--- src/rtl/rll_pkg.sv ---
// Shared types and constants for the RLL restore path.
package rll_pkg;

  localparam int unsigned BASE_BITS   = 2;
  localparam int unsigned DEF_MAX_RUN = 3;

  typedef logic [BASE_BITS-1:0] base_t;

endpackage : rll_pkg

--- src/rtl/rll_keep_mask.sv ---
// Marks which bases of an encoded strand word survive stuffed-base removal.
// keep[i] corresponds to symbol i, where symbol 0 is the most significant base.
module rll_keep_mask
  import rll_pkg::*;
#(
  parameter int unsigned N       = 20,
  parameter int unsigned MAX_RUN = DEF_MAX_RUN
) (
  input  logic [BASE_BITS*N-1:0] word_in,
  output logic [N-1:0]           keep
);

  localparam int unsigned RUN_W = $clog2(MAX_RUN + 1);

  logic [RUN_W-1:0] run;
  base_t            prev;
  base_t            sym;

  // Scan symbols in stream order; the base after a full run is always dropped.
  always_comb begin
    keep = '0;
    run  = '0;
    prev = '0;
    sym  = '0;
    for (int i = 0; i < int'(N); i++) begin
      sym = word_in[BASE_BITS*(N-1-i) +: BASE_BITS];
      if (i == 0) begin
        keep[i] = 1'b1;
        run     = RUN_W'(1);
        prev    = sym;
      end else if (run == RUN_W'(MAX_RUN)) begin
        keep[i] = 1'b0;
        run     = '0;
      end else if ((run != '0) && (sym == prev)) begin
        keep[i] = 1'b1;
        run     = run + RUN_W'(1);
      end else begin
        keep[i] = 1'b1;
        run     = RUN_W'(1);
        prev    = sym;
      end
    end
  end

endmodule : rll_keep_mask

--- src/rtl/rll_restore.sv ---
// RLL decoder: strips stuffed bases, keeps the tail of the restored stream
// and its bit length, registered one clock after word_in is sampled.
module rll_restore
  import rll_pkg::*;
#(
  parameter int unsigned N       = 20,
  parameter int unsigned MAX_RUN = DEF_MAX_RUN,
  parameter int unsigned OUT_W   = 14,
  parameter int unsigned LEN_W   = 7
) (
  input  logic                   clk,
  input  logic                   rst,
  input  logic [BASE_BITS*N-1:0] word_in,
  output logic [OUT_W-1:0]       word_out,
  output logic [LEN_W-1:0]       output_len
);

  logic [N-1:0]     keep_c;
  logic [OUT_W-1:0] packed_c;
  logic [LEN_W-1:0] len_c;

  rll_keep_mask #(
    .N       (N),
    .MAX_RUN (MAX_RUN)
  ) u_keep_mask (
    .word_in (word_in),
    .keep    (keep_c)
  );

  // Shift kept symbols in at the LSB end; older symbols fall off the top.
  always_comb begin
    packed_c = '0;
    len_c    = '0;
    for (int i = 0; i < int'(N); i++) begin
      if (keep_c[i]) begin
        packed_c = (packed_c << BASE_BITS)
                 | OUT_W'(word_in[BASE_BITS*(N-1-i) +: BASE_BITS]);
        len_c    = len_c + LEN_W'(BASE_BITS);
      end
    end
  end

  // Output registers, cleared asynchronously while rst is low.
  always_ff @(posedge clk or negedge rst) begin
    if (!rst) begin
      word_out   <= '0;
      output_len <= '0;
    end else begin
      word_out   <= packed_c;
      output_len <= len_c;
    end
  end

endmodule : rll_restore

--- config.mk ---
export PLATFORM = sky130hd
export DESIGN_NAME = rll_restore
export DESIGN_NICKNAME = d
export VERILOG_FILES = /design/src/rtl/rll_pkg.sv /design/src/rtl/rll_keep_mask.sv /design/src/rtl/rll_restore.sv
export SDC_FILE = /design/constraint.sdc
export NUM_CORES = 1
export LEC_CHECK = 0
export CAP_MARGIN = 10
export CORE_MARGIN = 4
export CORE_UTILIZATION = 40
export CTS_CLUSTER_DIAMETER = 30
export CTS_CLUSTER_SIZE = 24
export DETAILED_ROUTE_END_ITERATION = 12
export HOLD_SLACK_MARGIN = 0.03
export PLACE_DENSITY = 0.58
export SYNTH_ARGS = -nofsm -noshare
export SYNTH_HDL_FRONTEND = slang
export SYNTH_SLANG_ARGS = --single-unit
export TNS_END_PERCENT = 10
--- constraint.sdc ---
create_clock -name clk -period 0.8 [get_ports clk]
set_input_delay 0.12 -clock clk [delete_from_list [all_inputs] [get_ports clk]]
set_output_delay 0.12 -clock clk [all_outputs]
set_load 0.01 [all_outputs]
==> results of run 1 <==
final cells by class:
type | instances | area, um2 | area share [%]
multi-input cells | 882 | 7050 | 58.2
repair buffers | 506 | 3970 | 32.8
flip-flops and latches | 20 | 500 | 4.13
well taps | 225 | 282 | 2.32
inverters | 52 | 211 | 1.74
clock buffers | 3 | 75.1 | 0.619
clock inverters | 1 | 30.0 | 0.248
cells by family after synthesis:
logic type	count (synthesis)	share of synthesized area, %
and+or+nand+nor	394	28.4
xor gates and xnor gates	87	12.4
other	1	0.0520
DFF	20	6.93
muxes	42	6.22
buffers and inverters	132	7.21
adders and majority gates	39	6.83
AOI/OAI and AO/OA	319	32.0
state kept, by name, summed over array words and instances, names as in the netlist:
| register | count |
|---|---|
| word_out | 14 |
| output_len | 6 |
placed cells by master, fill, tap and decap left out, types with 11 or more instances in the layout:
master / count
dfrtp_1: 20
buf_6: 23
nor2b_1: 23
a21oi_1: 50
mux2i_1: 18
a31oi_1: 23
and3_1: 22
a211oi_1: 18
buf_2: 18
nand3_1: 32
clkdlybuf4s50_1: 33
nand4_1: 17
o21ai_0: 32
mux2_2: 22
xor2_1: 30
nor2_1: 81
o211ai_1: 17
nor3_1: 34
ha_4: 14
xnor2_1: 40
ha_1: 16
inv_2: 11
or3_1: 14
o2111ai_1: 11
buf_4: 427
nand2_1: 66
inv_1: 34
per-layer routing:
metal,GRT usage [%],part of all wire (%)
met5,0,0
met4,3.20,1.4
met1,39.5,47
met3,3.39,5.8
met2,42.2,46
per-stage QoR:
step | setup slack [ps] | hold WS, ps
floorplan | -13610 | -176
global placement | -12430 | 479
detailed placement | -12900 | 486
CTS | -11660 | 210
global route | -12730 | 222
finish | -12130 | 205
worst min-delay path by stage:
stage / slack, ps / endpoint / cells after the start / startpoint
floorplan: -180 / output_len[1]$_DFF_PN0_ / 0 / rst
CTS: 210 / output_len[1]$_DFF_PN0_ / 2 / rst
global route: 220 / word_out[13]$_DFF_PN0_ / 2 / rst
detailed placement: 490 / output_len[1]$_DFF_PN0_ / 2 / rst
global placement: 480 / output_len[1]$_DFF_PN0_ / 2 / rst
finish: 210 / output_len[1]$_DFF_PN0_ / 2 / rst
timing repair:
item / 4_1_cts / 5_1_grt
hold buffers: 0 / 0
gates cloned: 0 / 1
resized for setup: 193 / 50
buffers inserted: 33 / 23
pin swaps: 57 / 42
hold endpoints to repair: 0 / 0
endpoints found under the setup margin: 40 / 40
==> run summary, run 1 <==
The share of synthesized flip-flops with an asynchronous set or reset was 100%; the number of buffers between clock root and the deepest sink was 2. Once the floorplan was initialized, standard cells occupied 41.3% of the core. During synthesis, Yosys emitted a total of 0 warnings. The final worst setup slack is -12130 ps, and the number of placed instances with taps included is 1628. The flow ran to the end, but the final reports show violations.

Routability-driven placement finished with a final weighted congestion of 0.946. Setup repair after global routing could not meet its margin everywhere. The run gives 0.00722 mm2 as the cell area after synthesis. The tools report the startpoint kind of the worst setup timing path as an input pin.

In this run the worst path has a maximum fanout of 7. Measured along the y axis, the die boundary spans 142 um. At the worst endpoint, the arrival time is 13080 ps. A synthesized cell averages 6.98 um2. The critical path contains buffers and inverters numbering 16 combined.

Sorting the synthesized cells by how often they occur yields nor2_1, nand2_1, a21oi_1. Grouping stages by cell kind, the critical path spends the most delay in simple AND/OR/NAND/NOR gates. The beginning of the critical path is word_in[34].

The ratio of cells with drive above 1 in the final layout is 45.5%, and the maximum cell stage delay along the critical path is 480 ps. In the post-synthesis netlist, the biggest area contributors are dfrtp_1, ha_1, xnor2_1. The logs give 1034 for the number of standard cells after synthesis and 77.3 MHz for the peak clock frequency supported by timing. Clock tree synthesis selected as its root buffer the cell clkbuf_16. The timing endpoint of the critical path is word_out[12]$_DFF_PN0_. 63 I/O pins were placed. The run gives 0.0175 mm2 as the floorplan core area. The initial antenna violation count was 0; the portion of synthesized cell area occupied by the leading cell type was 6.93%. The flop and latch count out of synthesis was 20.

The cell that appears most often on the critical path is ha_4. The worst path uses 1620% of the clock period. For the full die area, the log shows 0.0203 mm2. Entering global routing, the biggest net connects 38 pins.

The netlist uses 96 different library cells. Total clock sinks: 20. TritonCTS built the clock tree. Clock tree synthesis inserted a total of 3 buffers. The average wire per cell in the routed design is 16.6 um, and the number of routed nets with antenna violations is 0. For the post-route core utilization, the log shows 69.3%. The finished cells cover 0.0121 mm2. In this run the core area contains 48 standard-cell rows.

Cell at the slowest stage of the critical path: or4_4. For the net count of the mapped netlist, the log shows 1114. The final-report hold violation count came out at 0. The total DRC errors in the routed layout was 0; the number of failing setup endpoints in the final timing report was 40. The number of violations of the max-capacitance limit was 0; the minimum clock period was 12930 ps.

STA puts the critical path data required time at 950 ps. The layout filler cell count is 1457, and the number of enable flip-flop cells after synthesis is 0. The run gives 0 as the leftover overflow at the end of global routing. The post-synthesis cell type with the largest combined area is dfrtp_1. For this run, the leading register cell type out of synthesis is dfrtp_1. The first detailed-routing pass took 5 iterations. The via count of the first global-routing pass is 9107. The count of vias placed by the detailed router came out at 9575. The startpoint-to-endpoint class of the critical path was in -> reg.

Detailed placement finished with a half-perimeter wire length of 21100 um. The placed instances occupy a cell area of 0.0110 mm2. Sequential cells were found to cover 6.93% of the synthesized design area. The critical path runs through a total of 78 cells.

The first global-routing pass estimated 45300 um of wire. Global routing used 26.5% of the available tracks. nor2_1 is the most common cell in the netlist. From synthesis to final layout, the design area changed by 67.9%.

Type of the worst min-delay path: in -> async. In this run the horizontal extent of the chip is 142 um. The initial detailed-routing violation count is 658, and the antenna cell count is 0. Dividing the detail-routed via count by the number of cells gives 5.67.

Setup TNS: -240320 ps. The tools report the number of levels in the clock H-tree as 1. The worst-margin pin slew was 521 ps; the worst max-slew margin expressed relative to the limit was 64.4%. The number of buffers added on ports is 61, and the final layout net count is 1545. The count of final max-slew check failures is 0, and the post-detailed-routing wire length is 28000 um. Excluding fillers, the count of instances in the completed layout stands at 1689.

The clock slew at the register clock pins of the worst setup and hold paths came out at 60 ps. The tools report the kind of end point of the critical path as a flop. The checks that failed: setup timing.
Power of run 1 is not shown: default switching activity piles up to over one toggle a cycle in this logic, so the estimate is an artifact.
==> run 2: changes to the inputs <==
--- a/config.mk
+++ b/config.mk
@@ -8,7 +8,7 @@
 export CAP_MARGIN = 10
 export CORE_MARGIN = 4
 export CORE_UTILIZATION = 40
-export CTS_CLUSTER_DIAMETER = 30
+export CTS_CLUSTER_DIAMETER = 50
 export CTS_CLUSTER_SIZE = 24
 export DETAILED_ROUTE_END_ITERATION = 12
 export HOLD_SLACK_MARGIN = 0.03
==> results of run 2 <==
Same layout as run 1: the final DEF is identical, and so are final timing and power.
Power of run 2 is left out for the same reason.
==> run 3: changes to the inputs <==
--- a/config.mk
+++ b/config.mk
@@ -6,13 +6,12 @@
 export NUM_CORES = 1
 export LEC_CHECK = 0
 export CAP_MARGIN = 10
-export CORE_MARGIN = 4
+export CORE_MARGIN = 3
 export CORE_UTILIZATION = 40
-export CTS_CLUSTER_DIAMETER = 50
 export CTS_CLUSTER_SIZE = 24
 export DETAILED_ROUTE_END_ITERATION = 12
 export HOLD_SLACK_MARGIN = 0.03
-export PLACE_DENSITY = 0.58
+export PLACE_DENSITY = 0.61
 export SYNTH_ARGS = -nofsm -noshare
 export SYNTH_HDL_FRONTEND = slang
 export SYNTH_SLANG_ARGS = --single-unit
==> run 3 against run 2 <==
Effect of this change:
- first-iteration DRC count up 7.4%
- final cell count down 0.12%
- the flow still finishes with violations (setup timing)
- critical endpoint unchanged
- maximum frequency up 2.1%
- routed wire length up 4.7%
- worst setup slack better by 270 ps
- global-route usage up 1.5 points
- via count up 2.8%
- count of clock-buffer cells in the layout unchanged
- non-clock buffer count down 2
==> run summary, run 3 (synthesis gave the netlist of run 1 again) <==
The width of the die was 140 um; the final layout net count was 1543. The logs give 0 for the number of routed nets with antenna violations and 707 for the initial detailed-routing violation count. Number of levels in the clock H-tree: 1. The checks that failed: setup timing.

The total overflow left after global routing is 0. 0 antenna diodes ended up in the layout. After clock tree synthesis, the clock-pin slew on the worst setup and hold paths is 60 ps. In this run the worst path has a maximum fanout of 8.

The minimum clock period is 12670 ps, and the number of failing setup endpoints in the final timing report is 40. Startpoint-to-endpoint class of the critical path: in -> reg. Setup repair after global routing could not meet its margin everywhere.

Number of buffers added on ports: 61. Data arrives at the worst endpoint at 12810 ps. Across the run, the number of max-cap violations was 0.

In the layout the commonest cells are buf_4, nor2_1, nand2_1, a21oi_1, xnor2_1. The tightest hold path in the finished design has a slack of 206 ps. Layout filler cell count: 1403. Data on the critical path is required at its endpoint by 950 ps. Timing analysis after detailed placement gives a worst setup slack of -13040 ps. After detailed routing, the total wire length is 29400 um. The initial utilization of the core area, before any placement, comes to 41.3%.

The floorplan has 48 rows. In the final layout, the registers with the most flip-flops are word_out: 14 flops, output_len: 6 flops. The average wire per cell in the routed design is 17.4 um. The weighted congestion reported at the end of routability-driven placement came out at 0.944. Full die area: 0.0197 mm2.

Headroom to the max-slew limit came out at 63.2%. The flip-flop count of the largest register after layout was 14. The tools report the met3 track demand over resource in global routing as 3.96%. The run gives 0 as the count of final max-slew check failures. The run finished, with violations left.

The floorplan step set the die height to 140 um. The tools report the number of buffers between clock root and the deepest sink as 2. The HPWL after detailed placement is 21700 um. Buffers inserted during clock tree synthesis total 3. STA classifies the critical path endpoint as a flop. The most common library cell in the layout ignoring fill and taps is buf_4. The cell sitting at the root of the clock tree is a clkbuf_16. After detailed routing, the number of vias per cell comes to 5.84. The first global-routing pass estimated 46600 um of wire.

The min-delay analysis places its worst path in the category in -> async. The met1 layer usage reported by global route is 40.4%. TritonCTS built the clock tree.

The run gives 0 as the final-report hold violation count. Setup total negative slack on the finished layout was measured at -234210 ps. For the via count of the first global-routing pass, the log shows 9316. The global routing stage identified its most utilized layer as met2.

The worst setup path is launched from an input pin. The cell at the slowest stage of the critical path was or4_4. Across all layers, the routed design uses 9845 vias.

Total DRC errors in the routed layout: 0. For this run, global-route usage on met2 was measured as 44.4%. Compared with the post-synthesis result, the final layout area differs by 68.8%. For this run, the slowest stage of the critical path takes 490 ps. Peak clock frequency supported by timing: 79.0 MHz. The total clock sinks was 20; the ratio of cells with drive above 1 in the final layout was 45.9%. In this run the count of I/O pins placed on the die edge is 63. The largest register by flop count is word_out. The region available for standard cell placement spans 0.0175 mm2. Final clock period utilization by the worst path: 1580%. By instance count, the cell type seen most on the critical path is ha_4. The logs give -11870 ps for the final worst setup slack and 28.0% for the global routing usage summed across all routing layers. For the iteration count of the initial detailed-routing pass, the log shows 7.

At the pin with the least slew margin, the transition time is 545 ps. Entering global routing, the biggest net connects 39 pins. Initial antenna violation count: 0.
## run 3: changes by cell type in the layout (fill, tap and decap cells not counted), moves of 2 or more
cell / previous run / this run
ha_4: 14 / 17
nor2b_2: 3 / 1
buf_6: 23 / 18
nor2_2: 7 / 10
ha_2: 7 / 5
nor3_4: 3 / 5
nor2_1: 81 / 79
## run 3: final cells by class
cell class | instances | area, um2 | area share (%)
clock inverters | 1 | 30.0 | 0.246
clock buffers | 3 | 75.1 | 0.616
repair buffers | 504 | 3930 | 32.3
flip-flops and latches | 20 | 500 | 4.11
inverters | 52 | 215 | 1.77
multi-input cells | 882 | 7150 | 58.7
well taps | 225 | 282 | 2.31
## run 3: worst max-delay path by stage
stage / slack (ps) / depth (start not counted) / endpoint / startpoint
global route: -12470 / 74 / word_out[12]$_DFF_PN0_ / word_in[34]
finish: -11870 / 74 / word_out[12]$_DFF_PN0_ / word_in[34]
detailed placement: -13040 / 70 / word_out[12]$_DFF_PN0_ / word_in[34]
floorplan: -13610 / 96 / word_out[12]$_DFF_PN0_ / word_in[39]
global placement: -12450 / 77 / word_out[12]$_DFF_PN0_ / word_in[37]
CTS: -11790 / 78 / word_out[12]$_DFF_PN0_ / word_in[34]
## run 3: per-layer routing
layer,wire length [um],part of all wire (%),vias up
met4,743,2.5,0
met5,0,0,-
met3,2020,6.9,63
met1,13300,45,4690
li1,-,-,4745
met2,13300,45,347
## run 3: stage by stage
stage | utilization [%] | instance area, um2 | std cells
after floorplan | - | 7980 | 1034
after global placement | 62.8 | 11000 | 1620
after detailed placement | 62.8 | 11000 | 1620
after CTS | 67.0 | 11700 | 1675
after global routing | 69.7 | 12200 | 1687
final | 69.7 | 12200 | 1687
## run 3: what timing repair did
action | CTS | global route
endpoints found under the setup margin | 40 | 40
gates resized for setup | 179 | 82
buffers inserted | 51 | 14
hold buffers | 0 | 0
pin swaps | 49 | 50
hold endpoints to repair | 0 | 0
## run 3: critical path, delay by kind of cell
kind / cells / cell delay, ps
buffers and inverters: 10 / 1030
muxes: 2 / 340
and+or+nand+nor: 26 / 4620
adders and majority gates: 10 / 1910
AOI/OAI and AO/OA: 21 / 3810
xor gates and xnor gates: 5 / 940
Power of run 3 is left out for the same reason.
